`config.mk`:
```
export PLATFORM = sky130hd
export DESIGN_NAME = lsu
export DESIGN_NICKNAME = d
export VERILOG_FILES = /design/src/rtl/lsu_pkg.sv /design/src/rtl/lsu_align.sv /design/src/rtl/lsu.sv
export SDC_FILE = /design/constraint.sdc
export NUM_CORES = 1
export LEC_CHECK = 0
export BUFFER_PORTS_ARGS = -buffer_cell sky130_fd_sc_hd__buf_2
export CAP_MARGIN = 10
export CORE_MARGIN = 8
export CORE_UTILIZATION = 24
export CTS_BUF_LIST = sky130_fd_sc_hd__clkbuf_16
export DETAILED_ROUTE_END_ITERATION = 16
export PLACE_DENSITY_LB_ADDON = 0.05
export SLEW_MARGIN = 20
export SYNTH_ARGS = -nofsm -noshare
export SYNTH_HDL_FRONTEND = slang
export SYNTH_SLANG_ARGS = --single-unit
```
`constraint.sdc`:
```
create_clock -name clock -period 6.75 [get_ports clock]
set_input_delay 0.675 -clock clock [delete_from_list [all_inputs] [get_ports clock]]
set_output_delay 0.675 -clock clock [all_outputs]
set_load 0.02 [all_outputs]
```
`src/rtl/lsu_pkg.sv`:
```
// Shared definitions for the load/store unit: RV32I funct3 codes, FSM encoding
// and small access-decode helpers.
package lsu_pkg;

   localparam logic [2:0] F3_LB  = 3'b000;
   localparam logic [2:0] F3_LH  = 3'b001;
   localparam logic [2:0] F3_LW  = 3'b010;
   localparam logic [2:0] F3_LBU = 3'b100;
   localparam logic [2:0] F3_LHU = 3'b101;
   localparam logic [2:0] F3_SB  = 3'b000;
   localparam logic [2:0] F3_SH  = 3'b001;
   localparam logic [2:0] F3_SW  = 3'b010;

   typedef enum logic [1:0] {
      IDLE = 2'b00,
      BUS  = 2'b01,
      WAIT = 2'b10,
      RESP = 2'b11
   } state_t;

   function automatic logic [2:0] access_size(input logic [2:0] funct3);
      case (funct3[1:0])
         2'b00:   access_size = 3'd1;
         2'b01:   access_size = 3'd2;
         default: access_size = 3'd4;
      endcase
   endfunction

   function automatic logic funct3_legal(input logic we, input logic [2:0] funct3);
      if (we) begin
         case (funct3)
            F3_SB, F3_SH, F3_SW: funct3_legal = 1'b1;
            default:             funct3_legal = 1'b0;
         endcase
      end else begin
         case (funct3)
            F3_LB, F3_LH, F3_LW, F3_LBU, F3_LHU: funct3_legal = 1'b1;
            default:                             funct3_legal = 1'b0;
         endcase
      end
   endfunction

endpackage

```
`src/rtl/lsu_align.sv`:
```
// Combinational lane logic: store data replication and byte strobes, plus
// load byte/halfword extraction with sign or zero extension.
module lsu_align
   import lsu_pkg::*;
(
   input  logic [2:0]  funct3,
   input  logic [1:0]  offset,
   input  logic [31:0] wdata,
   input  logic [31:0] rdata,
   output logic [31:0] lane_wdata,
   output logic [3:0]  wstrb,
   output logic [31:0] load_data
);

   logic [31:0] shifted;

   assign shifted = rdata >> {offset, 3'b000};

   // Store lanes: replicate the right-aligned data and strobe the addressed bytes.
   always_comb begin
      lane_wdata = wdata;
      wstrb      = 4'b0000;
      case (funct3[1:0])
         2'b00: begin
            lane_wdata = {4{wdata[7:0]}};
            wstrb      = 4'b0001 << offset;
         end
         2'b01: begin
            lane_wdata = {2{wdata[15:0]}};
            wstrb      = 4'b0011 << offset;
         end
         2'b10:   wstrb = 4'b1111;
         default: wstrb = 4'b0000;
      endcase
   end

   // Load extension from the lane selected by the byte offset.
   always_comb begin
      case (funct3)
         F3_LB:   load_data = {{24{shifted[7]}}, shifted[7:0]};
         F3_LH:   load_data = {{16{shifted[15]}}, shifted[15:0]};
         F3_LW:   load_data = rdata;
         F3_LBU:  load_data = {24'd0, shifted[7:0]};
         F3_LHU:  load_data = {16'd0, shifted[15:0]};
         default: load_data = 32'd0;
      endcase
   end

endmodule

```
`src/rtl/lsu.sv`:
```
// Load/store unit between the MEM stage and a word-wide data memory.
// Optional macro LSU_MISALIGN_TRAP_EN: misaligned halfword/word accesses fault
// instead of being silently aligned down.
module lsu
   import lsu_pkg::*;
#(
   parameter int DMEM_SIZE = 4096
) (
   input  logic        clock,
   input  logic        reset,
   input  logic        req_valid,
   output logic        req_ready,
   input  logic        req_we,
   input  logic [2:0]  req_funct3,
   input  logic [31:0] req_addr,
   input  logic [31:0] req_wdata,
   input  logic [4:0]  req_rd,
   output logic        mem_valid,
   input  logic        mem_ready,
   output logic        mem_we,
   output logic [31:0] mem_addr,
   output logic [31:0] mem_wdata,
   output logic [3:0]  mem_wstrb,
   input  logic        mem_rvalid,
   input  logic [31:0] mem_rdata,
   output logic        rsp_valid,
   output logic [4:0]  rsp_rd,
   output logic [31:0] rsp_data,
   output logic        busy,
   output logic        err
);

   state_t      state_r;
   logic        we_r;
   logic [2:0]  funct3_r;
   logic [1:0]  offset_r;
   logic [4:0]  rd_r;

   logic [31:0] eff_addr_s;
   logic        misalign_s;
   logic [32:0] end_addr_s;
   logic        fault_s;
   logic [2:0]  al_funct3_s;
   logic [1:0]  al_offset_s;
   logic [31:0] lane_wdata_s;
   logic [3:0]  wstrb_s;
   logic [31:0] load_data_s;

   assign req_ready = (state_r == IDLE);
   assign busy      = ~reset & ((state_r != IDLE) | (req_valid & req_ready));

   // Effective address and misalignment handling for the incoming request.
   always_comb begin
      eff_addr_s = req_addr;
      misalign_s = 1'b0;
`ifdef LSU_MISALIGN_TRAP_EN
      case (req_funct3[1:0])
         2'b01:   misalign_s = req_addr[0];
         2'b10:   misalign_s = |req_addr[1:0];
         default: misalign_s = 1'b0;
      endcase
`else
      case (req_funct3[1:0])
         2'b01:   eff_addr_s[0]   = 1'b0;
         2'b10:   eff_addr_s[1:0] = 2'b00;
         default: eff_addr_s      = req_addr;
      endcase
`endif
   end

   // Bounds use the raw address so an overhanging access faults even when aligned down.
   assign end_addr_s = {1'b0, req_addr} + {30'd0, access_size(req_funct3)};
   assign fault_s    = ~funct3_legal(req_we, req_funct3) | misalign_s
                     | (end_addr_s > 33'(DMEM_SIZE));

   assign al_funct3_s = (state_r == IDLE) ? req_funct3 : funct3_r;
   assign al_offset_s = (state_r == IDLE) ? eff_addr_s[1:0] : offset_r;

   lsu_align u_align (
      .funct3     (al_funct3_s),
      .offset     (al_offset_s),
      .wdata      (req_wdata),
      .rdata      (mem_rdata),
      .lane_wdata (lane_wdata_s),
      .wstrb      (wstrb_s),
      .load_data  (load_data_s)
   );

   // Access FSM with registered bus, response and fault outputs.
   always_ff @(posedge clock) begin
      if (reset) begin
         state_r   <= IDLE;
         we_r      <= 1'b0;
         funct3_r  <= 3'd0;
         offset_r  <= 2'd0;
         rd_r      <= 5'd0;
         mem_valid <= 1'b0;
         mem_we    <= 1'b0;
         mem_addr  <= 32'd0;
         mem_wdata <= 32'd0;
         mem_wstrb <= 4'b0000;
         rsp_valid <= 1'b0;
         rsp_rd    <= 5'd0;
         rsp_data  <= 32'd0;
         err       <= 1'b0;
      end else begin
         err       <= 1'b0;
         rsp_valid <= 1'b0;
         case (state_r)
            IDLE: begin
               if (req_valid) begin
                  if (fault_s) begin
                     err <= 1'b1;
                  end else begin
                     we_r      <= req_we;
                     funct3_r  <= req_funct3;
                     offset_r  <= eff_addr_s[1:0];
                     rd_r      <= req_rd;
                     mem_valid <= 1'b1;
                     mem_we    <= req_we;
                     mem_addr  <= {eff_addr_s[31:2], 2'b00};
                     mem_wdata <= lane_wdata_s;
                     mem_wstrb <= req_we ? wstrb_s : 4'b0000;
                     state_r   <= BUS;
                  end
               end
            end
            BUS: begin
               if (mem_ready) begin
                  mem_valid <= 1'b0;
                  state_r   <= we_r ? IDLE : WAIT;
               end
            end
            WAIT: begin
               if (mem_rvalid) begin
                  rsp_data  <= load_data_s;
                  rsp_rd    <= rd_r;
                  rsp_valid <= 1'b1;
                  state_r   <= RESP;
               end
            end
            RESP:    state_r <= IDLE;
            default: state_r <= IDLE;
         endcase
      end
   end

endmodule

```
==> results of run 1 <==
[cell type report]
class                      instances  area, sq um
fill                            2970        18900
multi-input combinational        605         4030
sequential                       119         2380
timing repair buffer             226         1150
tap                              378          473
clock buffer                      17          425
clock inverter                    15          170
inverter                          15         56.3
antenna                            1         2.50
[power groups by stage]
| stage | Combinational (mW) | Clock (mW) | Sequential [mW] |
|---|---|---|---|
| 6_report | 0.204 | 0.944 | 0.702 |
| 5_1_grt | 0.228 | 1.01 | 0.702 |
| 4_1_cts | 0.206 | 0.982 | 0.702 |
| 3_5_place_dp | 0.206 | 0 | 0.718 |
| 3_3_place_gp | 0.207 | 0 | 0.718 |
| 2_1_floorplan | 0.116 | 0 | 0.719 |
[worst max-delay path, delay by kind of cell]
family	cells	cell delay, ns
compound gates	3	1.31
mux	1	0.33
buf+inv	3	0.60
simple gates	2	1.04
fa+ha+maj	3	0.83
[state kept, by name, summed over array words and instances (netlist names), named ones only]
signal,cells
funct3_r,3
rsp_data,32
mem_wdata,32
rd_r,5
mem_addr,30
offset_r,2
err,1
state_r,1
we_r,1
mem_wstrb,4
mem_valid,1
rsp_rd,5
rsp_valid,1
[metrics by stage]
stage	hold slack (ns)	setup WS (ns)
after floorplan	0.432	2.99
after global routing	0.466	1.92
after global placement	0.442	1.80
after detailed placement	0.442	1.79
after CTS	0.457	2.24
final	0.452	2.23
[worst max path at each step]
stage                     to  slack, ns  cells past startpoint
3_3_place_gp   mem_wdata[10]       1.80                     12
4_1_cts        mem_wdata[19]       2.24                     12
2_1_floorplan  mem_wdata[10]       2.99                     13
3_5_place_dp   mem_wdata[11]       1.79                     12
6_report       mem_wdata[17]       2.23                     12
5_1_grt        mem_wdata[17]       1.92                     12
[kinds of logic after synthesis]
| family | Yosys count | synth area share [%] |
|---|---|---|
| flops | 119 | 35.7 |
| mux | 73 | 12.4 |
| other cells | 1 | 0.0563 |
| compound gates | 165 | 17.2 |
| fa+ha+maj | 9 | 1.80 |
| xor+xnor | 8 | 1.05 |
| simple gates | 348 | 27.4 |
| buf+inv | 69 | 4.39 |
[metal layers]
layer / share of wire (%) / up-vias / GRT usage, %
met4: 0.80 / 8 / 3.15
met2: 45 / 164 / 23.2
met3: 6.7 / 19 / 4.73
li1: - / 3182 / -
met5: 0.15 / - / 0
met1: 47 / 2961 / 18.8
[layout by cell type (no fill, tap or decap), types with 3 or more instances in the layout]
cell | netlist | final
and2_1 | 4 | 4
buf_4 | 3 | 9
a311o_1 | 8 | 8
a21o_1 | 17 | 17
nor2b_1 | 18 | 18
or4_1 | 3 | 3
a31oi_1 | 5 | 5
mux2_4 | 18 | 18
clkbuf_16 | 0 | 17
nand2b_1 | 71 | 71
nor4_1 | 7 | 7
o21a_1 | 4 | 4
clkinvlp_4 | 0 | 4
o21ai_0 | 17 | 17
mux2i_1 | 51 | 50
ha_1 | 8 | 8
mux2_2 | 4 | 4
and4_1 | 3 | 3
nand2_1 | 119 | 119
inv_6 | 0 | 4
a22o_1 | 7 | 7
nor3b_1 | 20 | 20
nor3_1 | 10 | 10
nor2_1 | 45 | 45
dfxtp_1 | 119 | 119
xor2_1 | 5 | 5
nand4_1 | 10 | 10
inv_1 | 15 | 15
o211ai_1 | 3 | 3
o221ai_1 | 7 | 7
a21oi_1 | 51 | 50
xnor2_1 | 3 | 3
nand3_1 | 17 | 17
a211o_1 | 3 | 3
buf_2 | 6 | 217
a22oi_1 | 22 | 22
and3_1 | 8 | 8
==> results.md, run 1 <==
- Syn Area/Cell: 8.42 sq um
- CP most frequent cell: ha_1
- Register-to-register path setup slack: 2.86 ns
- Peak supply drop: 144 uV
- WL per Instance: 18.0 um
- Final min period: 4.52 ns
- CTS tree: built
- Reg-to-Reg End: rsp_data[21]
- Initial DRT Pass Iterations: 5
- Inserted Clock Buffers: 17
- Critical Path Start: req_funct3[1]
- Clock latency on the worst-skew pair: 0.42 ns
- Count of final max-slew check failures: 0
- Overflow after GRT: 0
- Fin. Hold Viols: 0
- Chip Width: 183 um
- Number of global-route vias before repair: 6475
- Async SR Flop Fraction: 0%
- Startpoint Class: input pin
- Layout Cells excl Fill: 1376
- Hold path startpoint: rsp_data[28]
- Detailed-route via count: 6334
- P&R area growth vs syn: 30.4%
- Die H: 183 um
- CTS Buffer Depth: 2
- Final WL: 24700 um
- Final Setup Violations: 0
- Hold-fix buffers, CTS: 0
- RSZ-0062 raised after global routing: false
- # resized after CTS: 0
- CTS sink count: 119
- Hold WC Path Type: reg -> reg
- Pwr dens: 213 nW/um^2
- Ranking of synthesized cells by area: dfxtp_1, mux2i_1, nand2_1
- Final ANT Viol Nets: 0
- Combinational share of power: 11.0%
- Net Sw Power: 0.517 mW
- Clk pin slew, worst setup/hold paths: 0.07 ns
- Area of placed instances: 8080 sq um
- FF+latch count, synth: 119
- Syn. warnings: 0
- Least-Margin Pin Slew: 1.00 ns
- CP max stage delay: 0.93 ns
- Core area: 27600 sq um
- Max_slew headroom: 32.4%
- Placed cell count: 1343
- Crit-path cells: buf_2 > inv_1 > ha_1 > ha_1 > fa_1 > a21oi_1 > nor4b_1 > a2111oi_0 > a41oi_1 > or4b_2 > buf_4 > mux2_4
- Slowest cell on the critical path: or4b_2
- Worst Hold End: rsp_data[28]
- Critical path required time: 7.06 ns
- Total GRT Usage: 14.6%
- Starting Density: 24.2%
- Internal power: 1.33 mW
- Final #Nets: 1103
- Yosys cell types: 65
- Type of the worst setup path: in -> reg
- Cell taking the most area after synthesis: dfxtp_1
- Post-DP HPWL: 18300 um
- Pleak: 3.76 nW
- # DRC: 0
- Setup TNS: 0 ns
- WP data arrival: 4.82 ns
- Num ports: 221
- Fin util: 31.5%
- Initial antenna violation count: 5
- Post-route cell area: 8690 sq um
- Largest net degree at the start of global routing: 89
- Final Cycle Share: 66.9%
- Post-Route Skew: 0.0175 ns
- Post-synth EDFFs: 0
- Gpl congestion: 0.765
- Sequential share of the synthesized area: 35.7%
- Sequential Power Share: 38.0%
- Commonest cells in the synthesized netlist: dfxtp_1, nand2_1, nand2b_1
- H-tree levels: 4
- Root Buffer: clkbuf_16
- Hold-critical path depth: 2
- DR iter-0 viols: 417
- Port Buffers: 218
- Post-Syn Instances: 792
- MaxCap Viol Count: 0
- # rows: 61
- DR vias/cell: 4.60
- Die ar.: 33400 sq um
- Worst setup EP type: register
- Total power draw: 1.85 mW
- Reg2Reg Depth: 7
- Post-CTS setup buffers: 0
- Fmax achieved: 221 MHz
- Layout cells sized above 1: 29.8%
- Post-synth top flop: dfxtp_1
- Sw Share: 27.9%
- Clk pwr share: 51.0%
- Status: completed
- Synthesized area: 6670 sq um
- Crit path max fanout: 21
- First-pass GRT wire length: 38300 um
- Synth top area share: 35.7%
Note: power is estimated with default switching activity, not from simulation.
==> run 2, diff against run 1 <==
- clock period: 6.75 -> 3.85 ns (I/O delays scaled with it)
==> run 2 against run 1 <==
Compared with the run above: clock power grew 85%; die area unchanged; design area is 3.2% higher; critical path type unchanged; utilization rose by 1.0 points; power rose by 82%; combinational power up 87%.
==> results.md, run 2 (synthesis results as in run 1) <==
- Largest net degree at the start of global routing: 97
- # DRC: 0
- Crit-path cells: buf_2 > inv_1 > ha_1 > ha_1 > fa_1 > a21oi_2 > nor4b_1 > a2111oi_0 > buf_4 > a41oi_1 > or4b_2 > buf_12 > mux2_4
- Least-Margin Pin Slew: 0.918 ns
- Layout cells sized above 1: 31.6%
- Gpl congestion: 0.796
- CP most frequent cell: ha_1
- Largest regs: mem_wdata x32, rsp_data x32, mem_addr x30
- Startpoint Class: input pin
- Fin. Hold Viols: 0
- Crit path max fanout: 23
- Reg-to-Reg End: rsp_data[19]
- Starting Density: 24.2%
- Pwr dens: 374 nW/um^2
- Number of fill cells: 2960
- Overflow after GRT: 0
- Number of global-route vias before repair: 6472
- Inserted Clock Buffers: 17
- CTS tree: built
- Chip Width: 183 um
- Hold-fix buffers, CTS: 0
- Reg2Reg Depth: 7
- Count of final max-slew check failures: 0
- MaxCap Viol Count: 0
- First-pass GRT wire length: 38800 um
- Pleak: 3.94 nW
- Fmax achieved: 281 MHz
- Final Cycle Share: 92.5%
- Post-Route Skew: 0.0143 ns
- Worst setup EP type: register
- Clock latency on the worst-skew pair: 0.41 ns
- Leading cell type in the layout, fill and taps excluded: buf_2
- WP data arrival: 3.85 ns
- Critical path required time: 4.14 ns
- Post-DP HPWL: 18500 um
- Commonest cells after routing, fill and taps aside: buf_2, nand2_1, dfxtp_1, nand2b_1
- Num ports: 221
- Die ar.: 33400 sq um
- Slowest cell on the critical path: or4b_2
- Peak supply drop: 265 uV
- Initial antenna violation count: 4
- WL per Instance: 17.7 um
- Total GRT Usage: 14.7%
- Register-to-register path setup slack: 0.55 ns
- Worst Hold Slack: 0.229 ns
- DR vias/cell: 4.59
- H-tree levels: 4
- Clk pin slew, worst setup/hold paths: 0.06 ns
- P&R area growth vs syn: 34.6%
- Hold WC Path Type: in -> reg
- Detailed-route via count: 6447
- DR iter-0 viols: 384
- Critical Path Start: req_funct3[0]
- Initial DRT Pass Iterations: 5
- Max_slew headroom: 38.8%
- Final Setup Violations: 0
- Final #Nets: 1132
- # rows: 61
- Pre-CTS setup slack: -0.299 ns
- Core area: 27600 sq um
- Port Buffers: 218
- Die H: 183 um
- # resized after CTS: 0
- Type of the worst setup path: in -> reg
- Post-CTS setup buffers: 0
- Final ANT Viol Nets: 0
- Root Buffer: clkbuf_16
- Final min period: 3.56 ns
- CTS Buffer Depth: 2
- CP max stage delay: 0.69 ns
- Worst setup path endpoint: mem_wdata[20]
- Setup slack after layout: 0.289 ns
- RSZ-0062 raised after global routing: false
- Status: completed
- Final WL: 24900 um
- CTS sink count: 119
[run 2: cell types whose count changed in the layout (fill, tap and decap cells not counted), moves of 2 or more]
cell | previous run | this run
inv_8 | 2 | 0
clkinvlp_4 | 4 | 1
clkinv_1 | 0 | 2
buf_4 | 9 | 35
buf_12 | 0 | 3
bufinv_16 | 2 | 4
[run 2: layout make-up]
class / instances / area (sq um) / share of cell area, %
clock inverter: 15 / 200 / 2.23
antenna: 1 / 2.50 / 0.0279
sequential: 119 / 2380 / 26.6
multi-input combinational: 605 / 4020 / 44.8
inverter: 15 / 56.3 / 0.628
clock buffer: 17 / 425 / 4.74
timing repair buffer: 255 / 1410 / 15.7
tap: 378 / 473 / 5.27
[run 2: worst min path at each step]
stage                      start      endpoint  slack (ns)  depth (start not counted)
floorplan                rd_r[0]     rsp_rd[0]        0.43                          2
global placement    rsp_data[29]  rsp_data[29]        0.44                          2
detailed placement  rsp_data[28]  rsp_data[28]        0.44                          2
CTS                    req_rd[0]       rd_r[0]        0.21                          3
global route           req_rd[0]       rd_r[0]        0.22                          3
finish                 req_rd[0]       rd_r[0]        0.23                          3
[run 2: per-layer routing]
| metal | track usage [%] | wire length (um) |
|---|---|---|
| met1 | 19.7 | 12100 |
| met2 | 22.8 | 11000 |
| met3 | 4.39 | 1540 |
| met4 | 3.38 | 193 |
| met5 | 0 | 28 |
[run 2: report_power, final]
group	total, mW	switching (mW)	internal [mW]
Combinational	0.381	0.228	0.153
Sequential	1.23	0.000161	1.23
Clock	1.75	0.656	1.09
Total	3.36	0.885	2.47
[run 2: through the flow]
step	power, mW	util [%]	cell area (sq um)	std cells	setup TNS (ns)
global placement	1.65	30.3	8340	1372	-3.43
finish	3.36	32.6	8970	1405	0
global route	3.51	32.6	8970	1405	0
detailed placement	1.64	30.3	8340	1372	-10.08
floorplan	1.46	-	6670	793	0
CTS	3.43	32.5	8960	1404	0
[run 2: critical path: cells and delay by family]
family	cells	cell delay, ns
mux	1	0.31
buf+inv	4	0.57
fa+ha+maj	3	0.80
simple gates	2	0.80
compound gates	3	0.96
